### src/rtl/req_enc_pkg.sv
// Shared constants, FSM state encoding and index-to-onehot helper for the
// sequential 16-to-4 request encoder.
package req_enc_pkg;

    localparam int N     = 16;
    localparam int IDX_W = 4;

    typedef enum logic {
        IDLE  = 1'b0,
        OFFER = 1'b1
    } state_t;

    // One-hot decode of a binary request index
    function automatic logic [N-1:0] idx_to_onehot(input logic [IDX_W-1:0] idx);
        logic [N-1:0] oh;
        oh      = '0;
        oh[idx] = 1'b1;
        return oh;
    endfunction

endpackage

### src/rtl/rr_prio_encode16.sv
// Round-robin priority encoder: finds the first set bit of avail searching
// upward from ptr and wrapping 15 -> 0.
module rr_prio_encode16
    import req_enc_pkg::*;
(
    input  logic [N-1:0]     avail,
    input  logic [IDX_W-1:0] ptr,
    output logic [IDX_W-1:0] sel_idx,
    output logic             sel_found
);

    logic [N-1:0]     rotated;
    logic [IDX_W-1:0] rel_idx;

    // Rotate so ptr lands at bit 0, encode LSB-first, then shift the result back by ptr
    always_comb begin
        rotated = N'({avail, avail} >> ptr);
        rel_idx = '0;
        for (int i = N - 1; i >= 0; i--) begin
            if (rotated[i]) begin
                rel_idx = IDX_W'(i);
            end
        end
        sel_found = |avail;
        sel_idx   = rel_idx + ptr;
    end

endmodule

### src/rtl/req_encoder_16to4.sv
// Sequential 16-to-4 request encoder: sticky pending requests are offered one
// index at a time over a valid/ready handshake with round-robin priority.
module req_encoder_16to4
    import req_enc_pkg::*;
(
    input  logic             clk,
    input  logic             rst_n,
    input  logic [N-1:0]     req_in,
    input  logic             flush,
    input  logic             ready_in,
    output logic             valid_out,
    output logic [IDX_W-1:0] idx_out,
    output logic [N-1:0]     onehot_out,
    output logic [N-1:0]     pending_out,
    output logic             coalesce_out
);

    state_t           state_q;
    logic [N-1:0]     pending_q;
    logic [IDX_W-1:0] ptr_q;
    logic [IDX_W-1:0] idx_q;
    logic [N-1:0]     onehot_q;
    logic             valid_q;
    logic             coalesce_q;

    logic             accept;
    logic [N-1:0]     clear_mask;
    logic [N-1:0]     avail;
    logic [IDX_W-1:0] sel_idx;
    logic             sel_found;

    // Accepted bit is removed before selection so the next offer never repeats it
    always_comb begin
        accept     = valid_q & ready_in;
        clear_mask = accept ? idx_to_onehot(idx_q) : '0;
        avail      = pending_q & ~clear_mask;
    end

    rr_prio_encode16 u_prio (
        .avail     (avail),
        .ptr       (ptr_q),
        .sel_idx   (sel_idx),
        .sel_found (sel_found)
    );

    // Pending register (new requests win over the clear) and coalesce pulse
    always_ff @(posedge clk or negedge rst_n) begin
        if (!rst_n) begin
            pending_q  <= '0;
            coalesce_q <= 1'b0;
        end else if (flush) begin
            pending_q  <= '0;
            coalesce_q <= 1'b0;
        end else begin
            pending_q  <= avail | req_in;
            coalesce_q <= |(req_in & avail);
        end
    end

    // Offer FSM: registered index, one-hot, valid and round-robin pointer
    always_ff @(posedge clk or negedge rst_n) begin
        if (!rst_n) begin
            state_q  <= IDLE;
            ptr_q    <= '0;
            idx_q    <= '0;
            onehot_q <= '0;
            valid_q  <= 1'b0;
        end else if (flush) begin
            state_q  <= IDLE;
            onehot_q <= '0;
            valid_q  <= 1'b0;
        end else begin
            case (state_q)
                IDLE: begin
                    if (sel_found) begin
                        idx_q    <= sel_idx;
                        onehot_q <= idx_to_onehot(sel_idx);
                        valid_q  <= 1'b1;
                        state_q  <= OFFER;
                    end
                end
                OFFER: begin
                    if (ready_in) begin
                        ptr_q <= idx_q + IDX_W'(1);
                        if (sel_found) begin
                            idx_q    <= sel_idx;
                            onehot_q <= idx_to_onehot(sel_idx);
                        end else begin
                            onehot_q <= '0;
                            valid_q  <= 1'b0;
                            state_q  <= IDLE;
                        end
                    end
                end
                default: begin
                    state_q <= IDLE;
                    valid_q <= 1'b0;
                end
            endcase
        end
    end

    assign valid_out    = valid_q;
    assign idx_out      = idx_q;
    assign onehot_out   = onehot_q;
    assign pending_out  = pending_q;
    assign coalesce_out = coalesce_q;

endmodule
### config.mk
export PLATFORM = sky130hd
export DESIGN_NAME = req_encoder_16to4
export DESIGN_NICKNAME = d
export VERILOG_FILES = /design/src/rtl/req_enc_pkg.sv /design/src/rtl/rr_prio_encode16.sv /design/src/rtl/req_encoder_16to4.sv
export SDC_FILE = /design/constraint.sdc
export NUM_CORES = 1
export LEC_CHECK = 0
export BUFFER_PORTS_ARGS = -buffer_cell sky130_fd_sc_hd__buf_2
export CORE_UTILIZATION = 40
export DETAILED_ROUTE_END_ITERATION = 6
export SETUP_SLACK_MARGIN = 0.15
export SLEW_MARGIN = 5
export SYNTH_ARGS = -nofsm -noshare
export SYNTH_HDL_FRONTEND = slang
export SYNTH_HIERARCHICAL = 1
export SYNTH_SLANG_ARGS = --single-unit
### constraint.sdc
create_clock -name clk -period 3.94 [get_ports clk]
set_input_delay 0.197 -clock clk [delete_from_list [all_inputs] [get_ports clk]]
set_output_delay 0.197 -clock clk [all_outputs]
set_load 0.005 [all_outputs]
Word-level counts from Yosys, hierarchy flattened
Index checks and enable logic that the tools add are counted.
- $add $sub $neg: 2
- magnitude comparators: 4
- eq/ne operators: 4
- shift operators: 1
- multiplexer cells: 40
- bitwise operators: 7
- reduce and logical (&&, ||, !) cells: 8
- operators with widths (operator ; count):
    two-way mux 16 bit ; 6
    two-way mux 4 bit ; 18
    bitwise AND 16 bit ; 2
    case mux 16 bit (2 select lines) ; 1
    OR reduction 16 bit ; 2
    >> shifter 32 x 4 -> 16 bit ; 1
    NOT 16 bit ; 1
    bitwise OR 16 bit ; 1
    less-than comparator 4 x 5 -> 1 bit (second input constant) ; 2
    two-way mux 1 bit ; 10
    inequality test 3 bit (second input constant) ; 3
    demux 1 bit (select 4 bit) ; 2
    >= comparator 4 x 1 -> 1 bit (second input constant) ; 2
    case mux 4 bit (2 select lines) ; 1
    AND reduction 3 bit ; 2
    adder 4 x 1 -> 4 bit (second input constant) ; 1
    adder 4 bit ; 1
    case mux 1 bit (2 select lines) ; 2
    AND reduction 2 bit ; 2
    logical AND 1 bit ; 2
    inequality test 2 bit (second input constant) ; 1
    NOT 1 bit ; 2
    bitwise AND 1 bit ; 1
- register bits: 43
- input bits: 20
- output and inout port bits: 38
- logic and storage cells: 73

Longest topological paths before layout
- depth after elaboration: 33
- depth in mapped cells: 17
- depth with buffers taken out: 17

Modules after synthesis
Netlist, hierarchy kept.
- modules (own cells, without submodules) (module ; instances ; cells each ; area each (um^2) ; sequential area each (um^2)):
    req_encoder_16to4 ; 1 ; 197 ; 1999.4 ; 1076.0
    rr_prio_encode16 ; 1 ; 99 ; 1184.9 ; 0.0

Worst setup path after synthesis
Ideal clock, no wire load.
- kind: flip-flop to flip-flop
- start: reg idx_q[0] (netlist: idx_out[0])
- end: reg onehot_q[6] (netlist: onehot_out[6])
- setup time: 83 ps
- arrival time: 4299 ps
- data required time: 3857 ps
- path slack: -442 ps
- cell stages (with the launch flop): 18
- buffers on the path: 0
- period minus slack after synthesis: 4382 ps
- cell sequence: dfrtp_1 inv_1 ha_1 nand3_1 o31a_1 mux4_1 mux4_2 or2_1 nor2_1 o21ai_1 a41oi_1 ha_1 a21o_1 a21oi_1 xnor2_1 xnor2_1 or3b_2 o21ai_0
- cells in the longest elaborated chain, start to end: 33
- elaborated cells between the ends (all ways): 39
- classes of those cells: add/sub (1); order compare (4); eq/ne (1); shift (1); mux (26); bitwise (2); reduce/logical (4)
- ends and longest elaborated chain (element ; line ; text):
    from (decl) ; req_encoder_16to4.sv:21 ; logic [IDX_W-1:0] idx_q;
    from (signal assigned) ; req_encoder_16to4.sv:76 ; idx_q <= sel_idx;
    from (signal assigned) ; req_encoder_16to4.sv:86 ; idx_q <= sel_idx;
    less-than comparator 4 x 5 -> 1 bit (not written as such) or >= comparator 4 x 1 -> 1 bit (tied branches) ; req_enc_pkg.sv:17 ; oh[idx] = 1'b1;
    logical AND 1 bit (not written as such) ; req_enc_pkg.sv:17 ;
    two-way mux 1 bit (not written as such) ; req_enc_pkg.sv:17 ;
    demux 1 bit (select 4 bit) (*) ; req_enc_pkg.sv:17 ;
    two-way mux 16 bit (*) ; req_encoder_16to4.sv:35 ; clear_mask = accept ? idx_to_onehot(idx_q) : '0;
    NOT 16 bit (*) ; req_encoder_16to4.sv:36 ; avail = pending_q & ~clear_mask;
    bitwise AND 16 bit (*) ; req_encoder_16to4.sv:36 ;
    via avail[2] ; req_encoder_16to4.sv:28 ; logic [N-1:0] avail;
    [18 not listed] ; n/a ;
    via sel_idx[3] ; req_encoder_16to4.sv:29 ; logic [IDX_W-1:0] sel_idx;
    less-than comparator 4 x 5 -> 1 bit (not written as such) or >= comparator 4 x 1 -> 1 bit (tied branches) ; req_enc_pkg.sv:17 ;
    logical AND 1 bit (not written as such) ; req_enc_pkg.sv:17 ;
    two-way mux 1 bit (not written as such) ; req_enc_pkg.sv:17 ;
    demux 1 bit (select 4 bit) (*) ; req_enc_pkg.sv:17 ;
    two-way mux 16 bit ; req_encoder_16to4.sv:85 ; if (sel_found) begin
    two-way mux 16 bit ; req_encoder_16to4.sv:83 ; if (ready_in) begin
    case mux 16 bit (2 select lines) (*) ; req_encoder_16to4.sv:73 ; case (state_q)
    two-way mux 16 bit (*) ; req_encoder_16to4.sv:68 ; end else if (flush) begin
    to (signal assigned) ; req_encoder_16to4.sv:77 ; onehot_q <= idx_to_onehot(sel_idx);
    to (signal assigned) ; req_encoder_16to4.sv:87 ; onehot_q <= idx_to_onehot(sel_idx);
    to (decl) ; req_encoder_16to4.sv:22 ; logic [N-1:0] onehot_q;
Mark *: on every way through the listed nets, which the timed path passes. The rest lies on a longest branch. The select of a mux whose other input is x is not followed.
A chain may end at the register's enable or synchronous reset.

Worst setup path after layout
- start: reg idx_q[3] (netlist: idx_out[3])
- end: reg onehot_q[4] (netlist: onehot_out[4])
Same word-level chain as after synthesis.

==> out/results.txt <==
status -> finished, violations left
violated checks -> negative setup slack
ys async rst share -> 1.000
Top FF cell, synth -> dfrtp_1
DR iter-0 viols -> 137
Fmax -> 237.5 MHz
routed vias/inst -> 5.548
setup slack, reg-to-reg -> -270 ps
YS warnings -> 6
Power, Total -> 4.735 mW
Layout Nets -> 447
row count -> 32
Fillers -> 650
fin crit period -> 4210 ps
post-detailed-route count of antenna-violating nets -> 0
Clock Sinks -> 43
top cell type's share of synthesized area -> 0.3379
hold_buf cts -> 0
Final Cycle Share -> 1.068
post-synthesis sequential area ratio -> 0.3379
P&R area growth vs syn -> 43.34%
clock root buffer -> clkbuf_8
RSZ-0062 raised after global routing -> true
Post-Syn Area per Cell -> 10.76 um^2
# H-tree levels -> 2
core box area -> 7727 um^2
final hold slack -> 50.12 ps
Design Area, Final -> 4564 um^2
CTS tree -> done
measured slew at the worst slew-check pin -> 1312 ps
TritonRoute pass-1 iters -> 4
vias in the first global route -> 2870
DRC violations left -> 0
worst-case reg-to-reg path depth -> 16
final WL -> 9305 um
Setup TNS -> -3305 ps
Antenna Cells -> 0
clk_skew -> 7.788 ps
Yosys reg bits -> 43
PortBufs -> 57
max-slew violation count -> 0
clock tree buffer depth -> 2
area leader, netlist -> dfrtp_1
remaining global-route overflow -> 0
first-pass GRT wire length -> 14660 um
Slew Limit Headroom -> 0.1237
Crit Path Max Fanout -> 6
CTS Buf Count -> 5
Hold Path Class -> input port to asynchronous set/reset pin
HPWL Detailed -> 6893 um
Mapped Cells -> 296
Die Wd -> 91.23 um
arrival time worst endpoint -> 4450 ps
Max VDD drop -> 0.0004770 V
Synth Net Count -> 324
layout cells sized above 1 -> 0.5881
initial antenna violation count -> 0
WS Path Type -> register to register
chip height -> 91.23 um
Hold Vio Cnt, Final -> 0
Clk Latency, worst-skew pair -> 300 ps
Post-synth EDFFs -> 0
largest net degree at the start of global routing -> 44
total track usage -> 0.2251
Via Count -> 2896
synthesized area -> 3184 um^2
RR Startpoint -> idx_out[3]
Final Wtd Congestion -> 0.9190
Final setup viols -> 19
WP data required -> 4180 ps
dominant cells by area after synthesis -> dfrtp_1 34%, mux4_2 11%, mux4_1 6.6%, nor2_1 4.6%, mux2_2 3.9%
post-synth cell types -> 66
leakage -> 2.069 nW
I/O pins -> 58
Critical Path Sink Type -> register
Clock Pin Slew Worst Setup and Hold Paths -> 100 ps
max-cap violation count -> 0
DIE AREA -> 8322 um^2
Placed Instance Area -> 3990 um^2
Initial Util -> 0.4121
post-DR wirelength/cell -> 17.83 um
post-route setup slack -> -269.8 ps
pwr dens -> 1037 nW/um^2
Startpoint Class -> register
Worst R2R End -> onehot_out[4]
==> synthesized netlist by cell type, drive strengths merged (2+ instances only) <==
| library cell | instances |
|---|---|
| mux4 | 24 |
| inv | 8 |
| and4b | 2 |
| nor3b | 3 |
| dfrtp | 43 |
| nand4bb | 2 |
| nand2b | 3 |
| nand3 | 5 |
| nor2b | 2 |
| a221oi | 3 |
| and4 | 2 |
| nor2 | 40 |
| nand3b | 2 |
| a22o | 2 |
| ha | 7 |
| mux2i | 11 |
| a21oi | 2 |
| mux2 | 12 |
| a21boi | 14 |
| nand2 | 32 |
| or2 | 4 |
| nor4 | 4 |
| o311ai | 2 |
| or3 | 2 |
| a31oi | 3 |
| clkbuf | 3 |
| o31a | 3 |
| buf | 10 |
| xnor2 | 4 |
| o21ai | 23 |
==> flip-flops by register name (all words and copies together), names as in the netlist <==
| signal | cells |
|---|---|
| coalesce_out | 1 |
| idx_out | 4 |
| onehot_out | 16 |
| pending_out | 16 |
| ptr_q | 4 |
| state_q | 1 |
| valid_out | 1 |
==> per-layer routing <==
metal  vias to the layer above  GRT usage  wire length [um]
met4                         0    0.07275               170
met3                        12    0.03183               300
met2                        76     0.3699              4602
li1                       1361          -                 -
met1                      1447     0.3070              4232
met5                         -          0                 0
==> critical path, stage by stage, from the launching register on <==
cell and delay, ps:
dfrtp_1 450, and4bb_4 390, buf_6 120, a21boi_2 90, mux4_2 510, mux4_2 490, or2_4 280, nor2_4 110
o21ai_2 60, a41oi_2 190, ha_1 260, a21o_1 160, a21oi_2 170, xnor2_2 110, xnor2_2 180, or3b_4 440
o21ai_1 140
==> final cells by class <==
class	instances	area [um^2]	share of cell area
clock buffers	5	68.82	0.01508
clock inverters	3	71.32	0.01562
inverters	9	33.78	0.007401
multi-input cells	231	2325	0.5093
flip-flops and latches	43	1077	0.2360
well taps	102	127.6	0.02796
repair buffers	129	860.8	0.1886
==> logic make-up (layout without fill, tap and decap cells) <==
logic type,after synthesis,after routing,synth area share
multiplexers,47,47,0.2562
AND/OR/NAND/NOR,111,111,0.1843
XOR/XNOR,5,5,0.01375
AO/OA/AOI/OAI,60,60,0.1340
flip-flops,43,43,0.3379
adder cells (fa/ha/maj),8,8,0.03379
buffers and inverters,22,146,0.04007
==> metrics by stage <==
stage | instances | util | worst slack, ps
after floorplan | 296 | - | -139.7
after detailed placement | 501 | 0.5164 | -481.0
after global routing | 522 | 0.5907 | -437.7
after global placement | 501 | 0.5164 | -448.7
after CTS | 517 | 0.5615 | -233.6
final | 522 | 0.5907 | -269.8
==> power by group <==
part           total, mW  internal [mW]  switching, mW
combinational       3.68           1.96           1.72
clock              0.430          0.258          0.172
sequential         0.629          0.541         0.0878
==> cells in the final DEF (no fill, tap or decap), types with 4 or more instances in the layout <==
cell,count
a21boi_1,7
a21boi_2,6
buf_2,57
buf_4,65
buf_6,6
clkbuf_8,5
dfrtp_1,42
inv_1,4
inv_2,4
mux2_2,7
mux2_4,5
mux2i_1,5
mux2i_2,4
mux4_2,24
nand2_1,28
nand3_1,4
nor2_1,37
nor4_1,4
o21ai_0,4
o21ai_1,7
o21ai_2,12
==> worst max path at each step <==
stage	slack (ps)	depth (start not counted)	start	to
6_report	-270	16	idx_out[3]	onehot_out[4]
5_1_grt	-440	17	idx_out[0]	onehot_out[4]
4_1_cts	-230	15	idx_out[3]	onehot_out[6]
3_5_place_dp	-480	13	idx_out[1]	onehot_out[6]
3_3_place_gp	-450	15	idx_out[1]	onehot_out[9]
2_1_floorplan	-140	17	idx_out[0]	onehot_out[6]
==> timing repair <==
item                       4_1_cts  5_1_grt
setup buffers                    8        5
pin swaps                       25       24
gates cloned                     0        0
resized for setup               48       46
setup endpoints to repair       19       19
No activity file was read; power rests on OpenSTA's default activity.
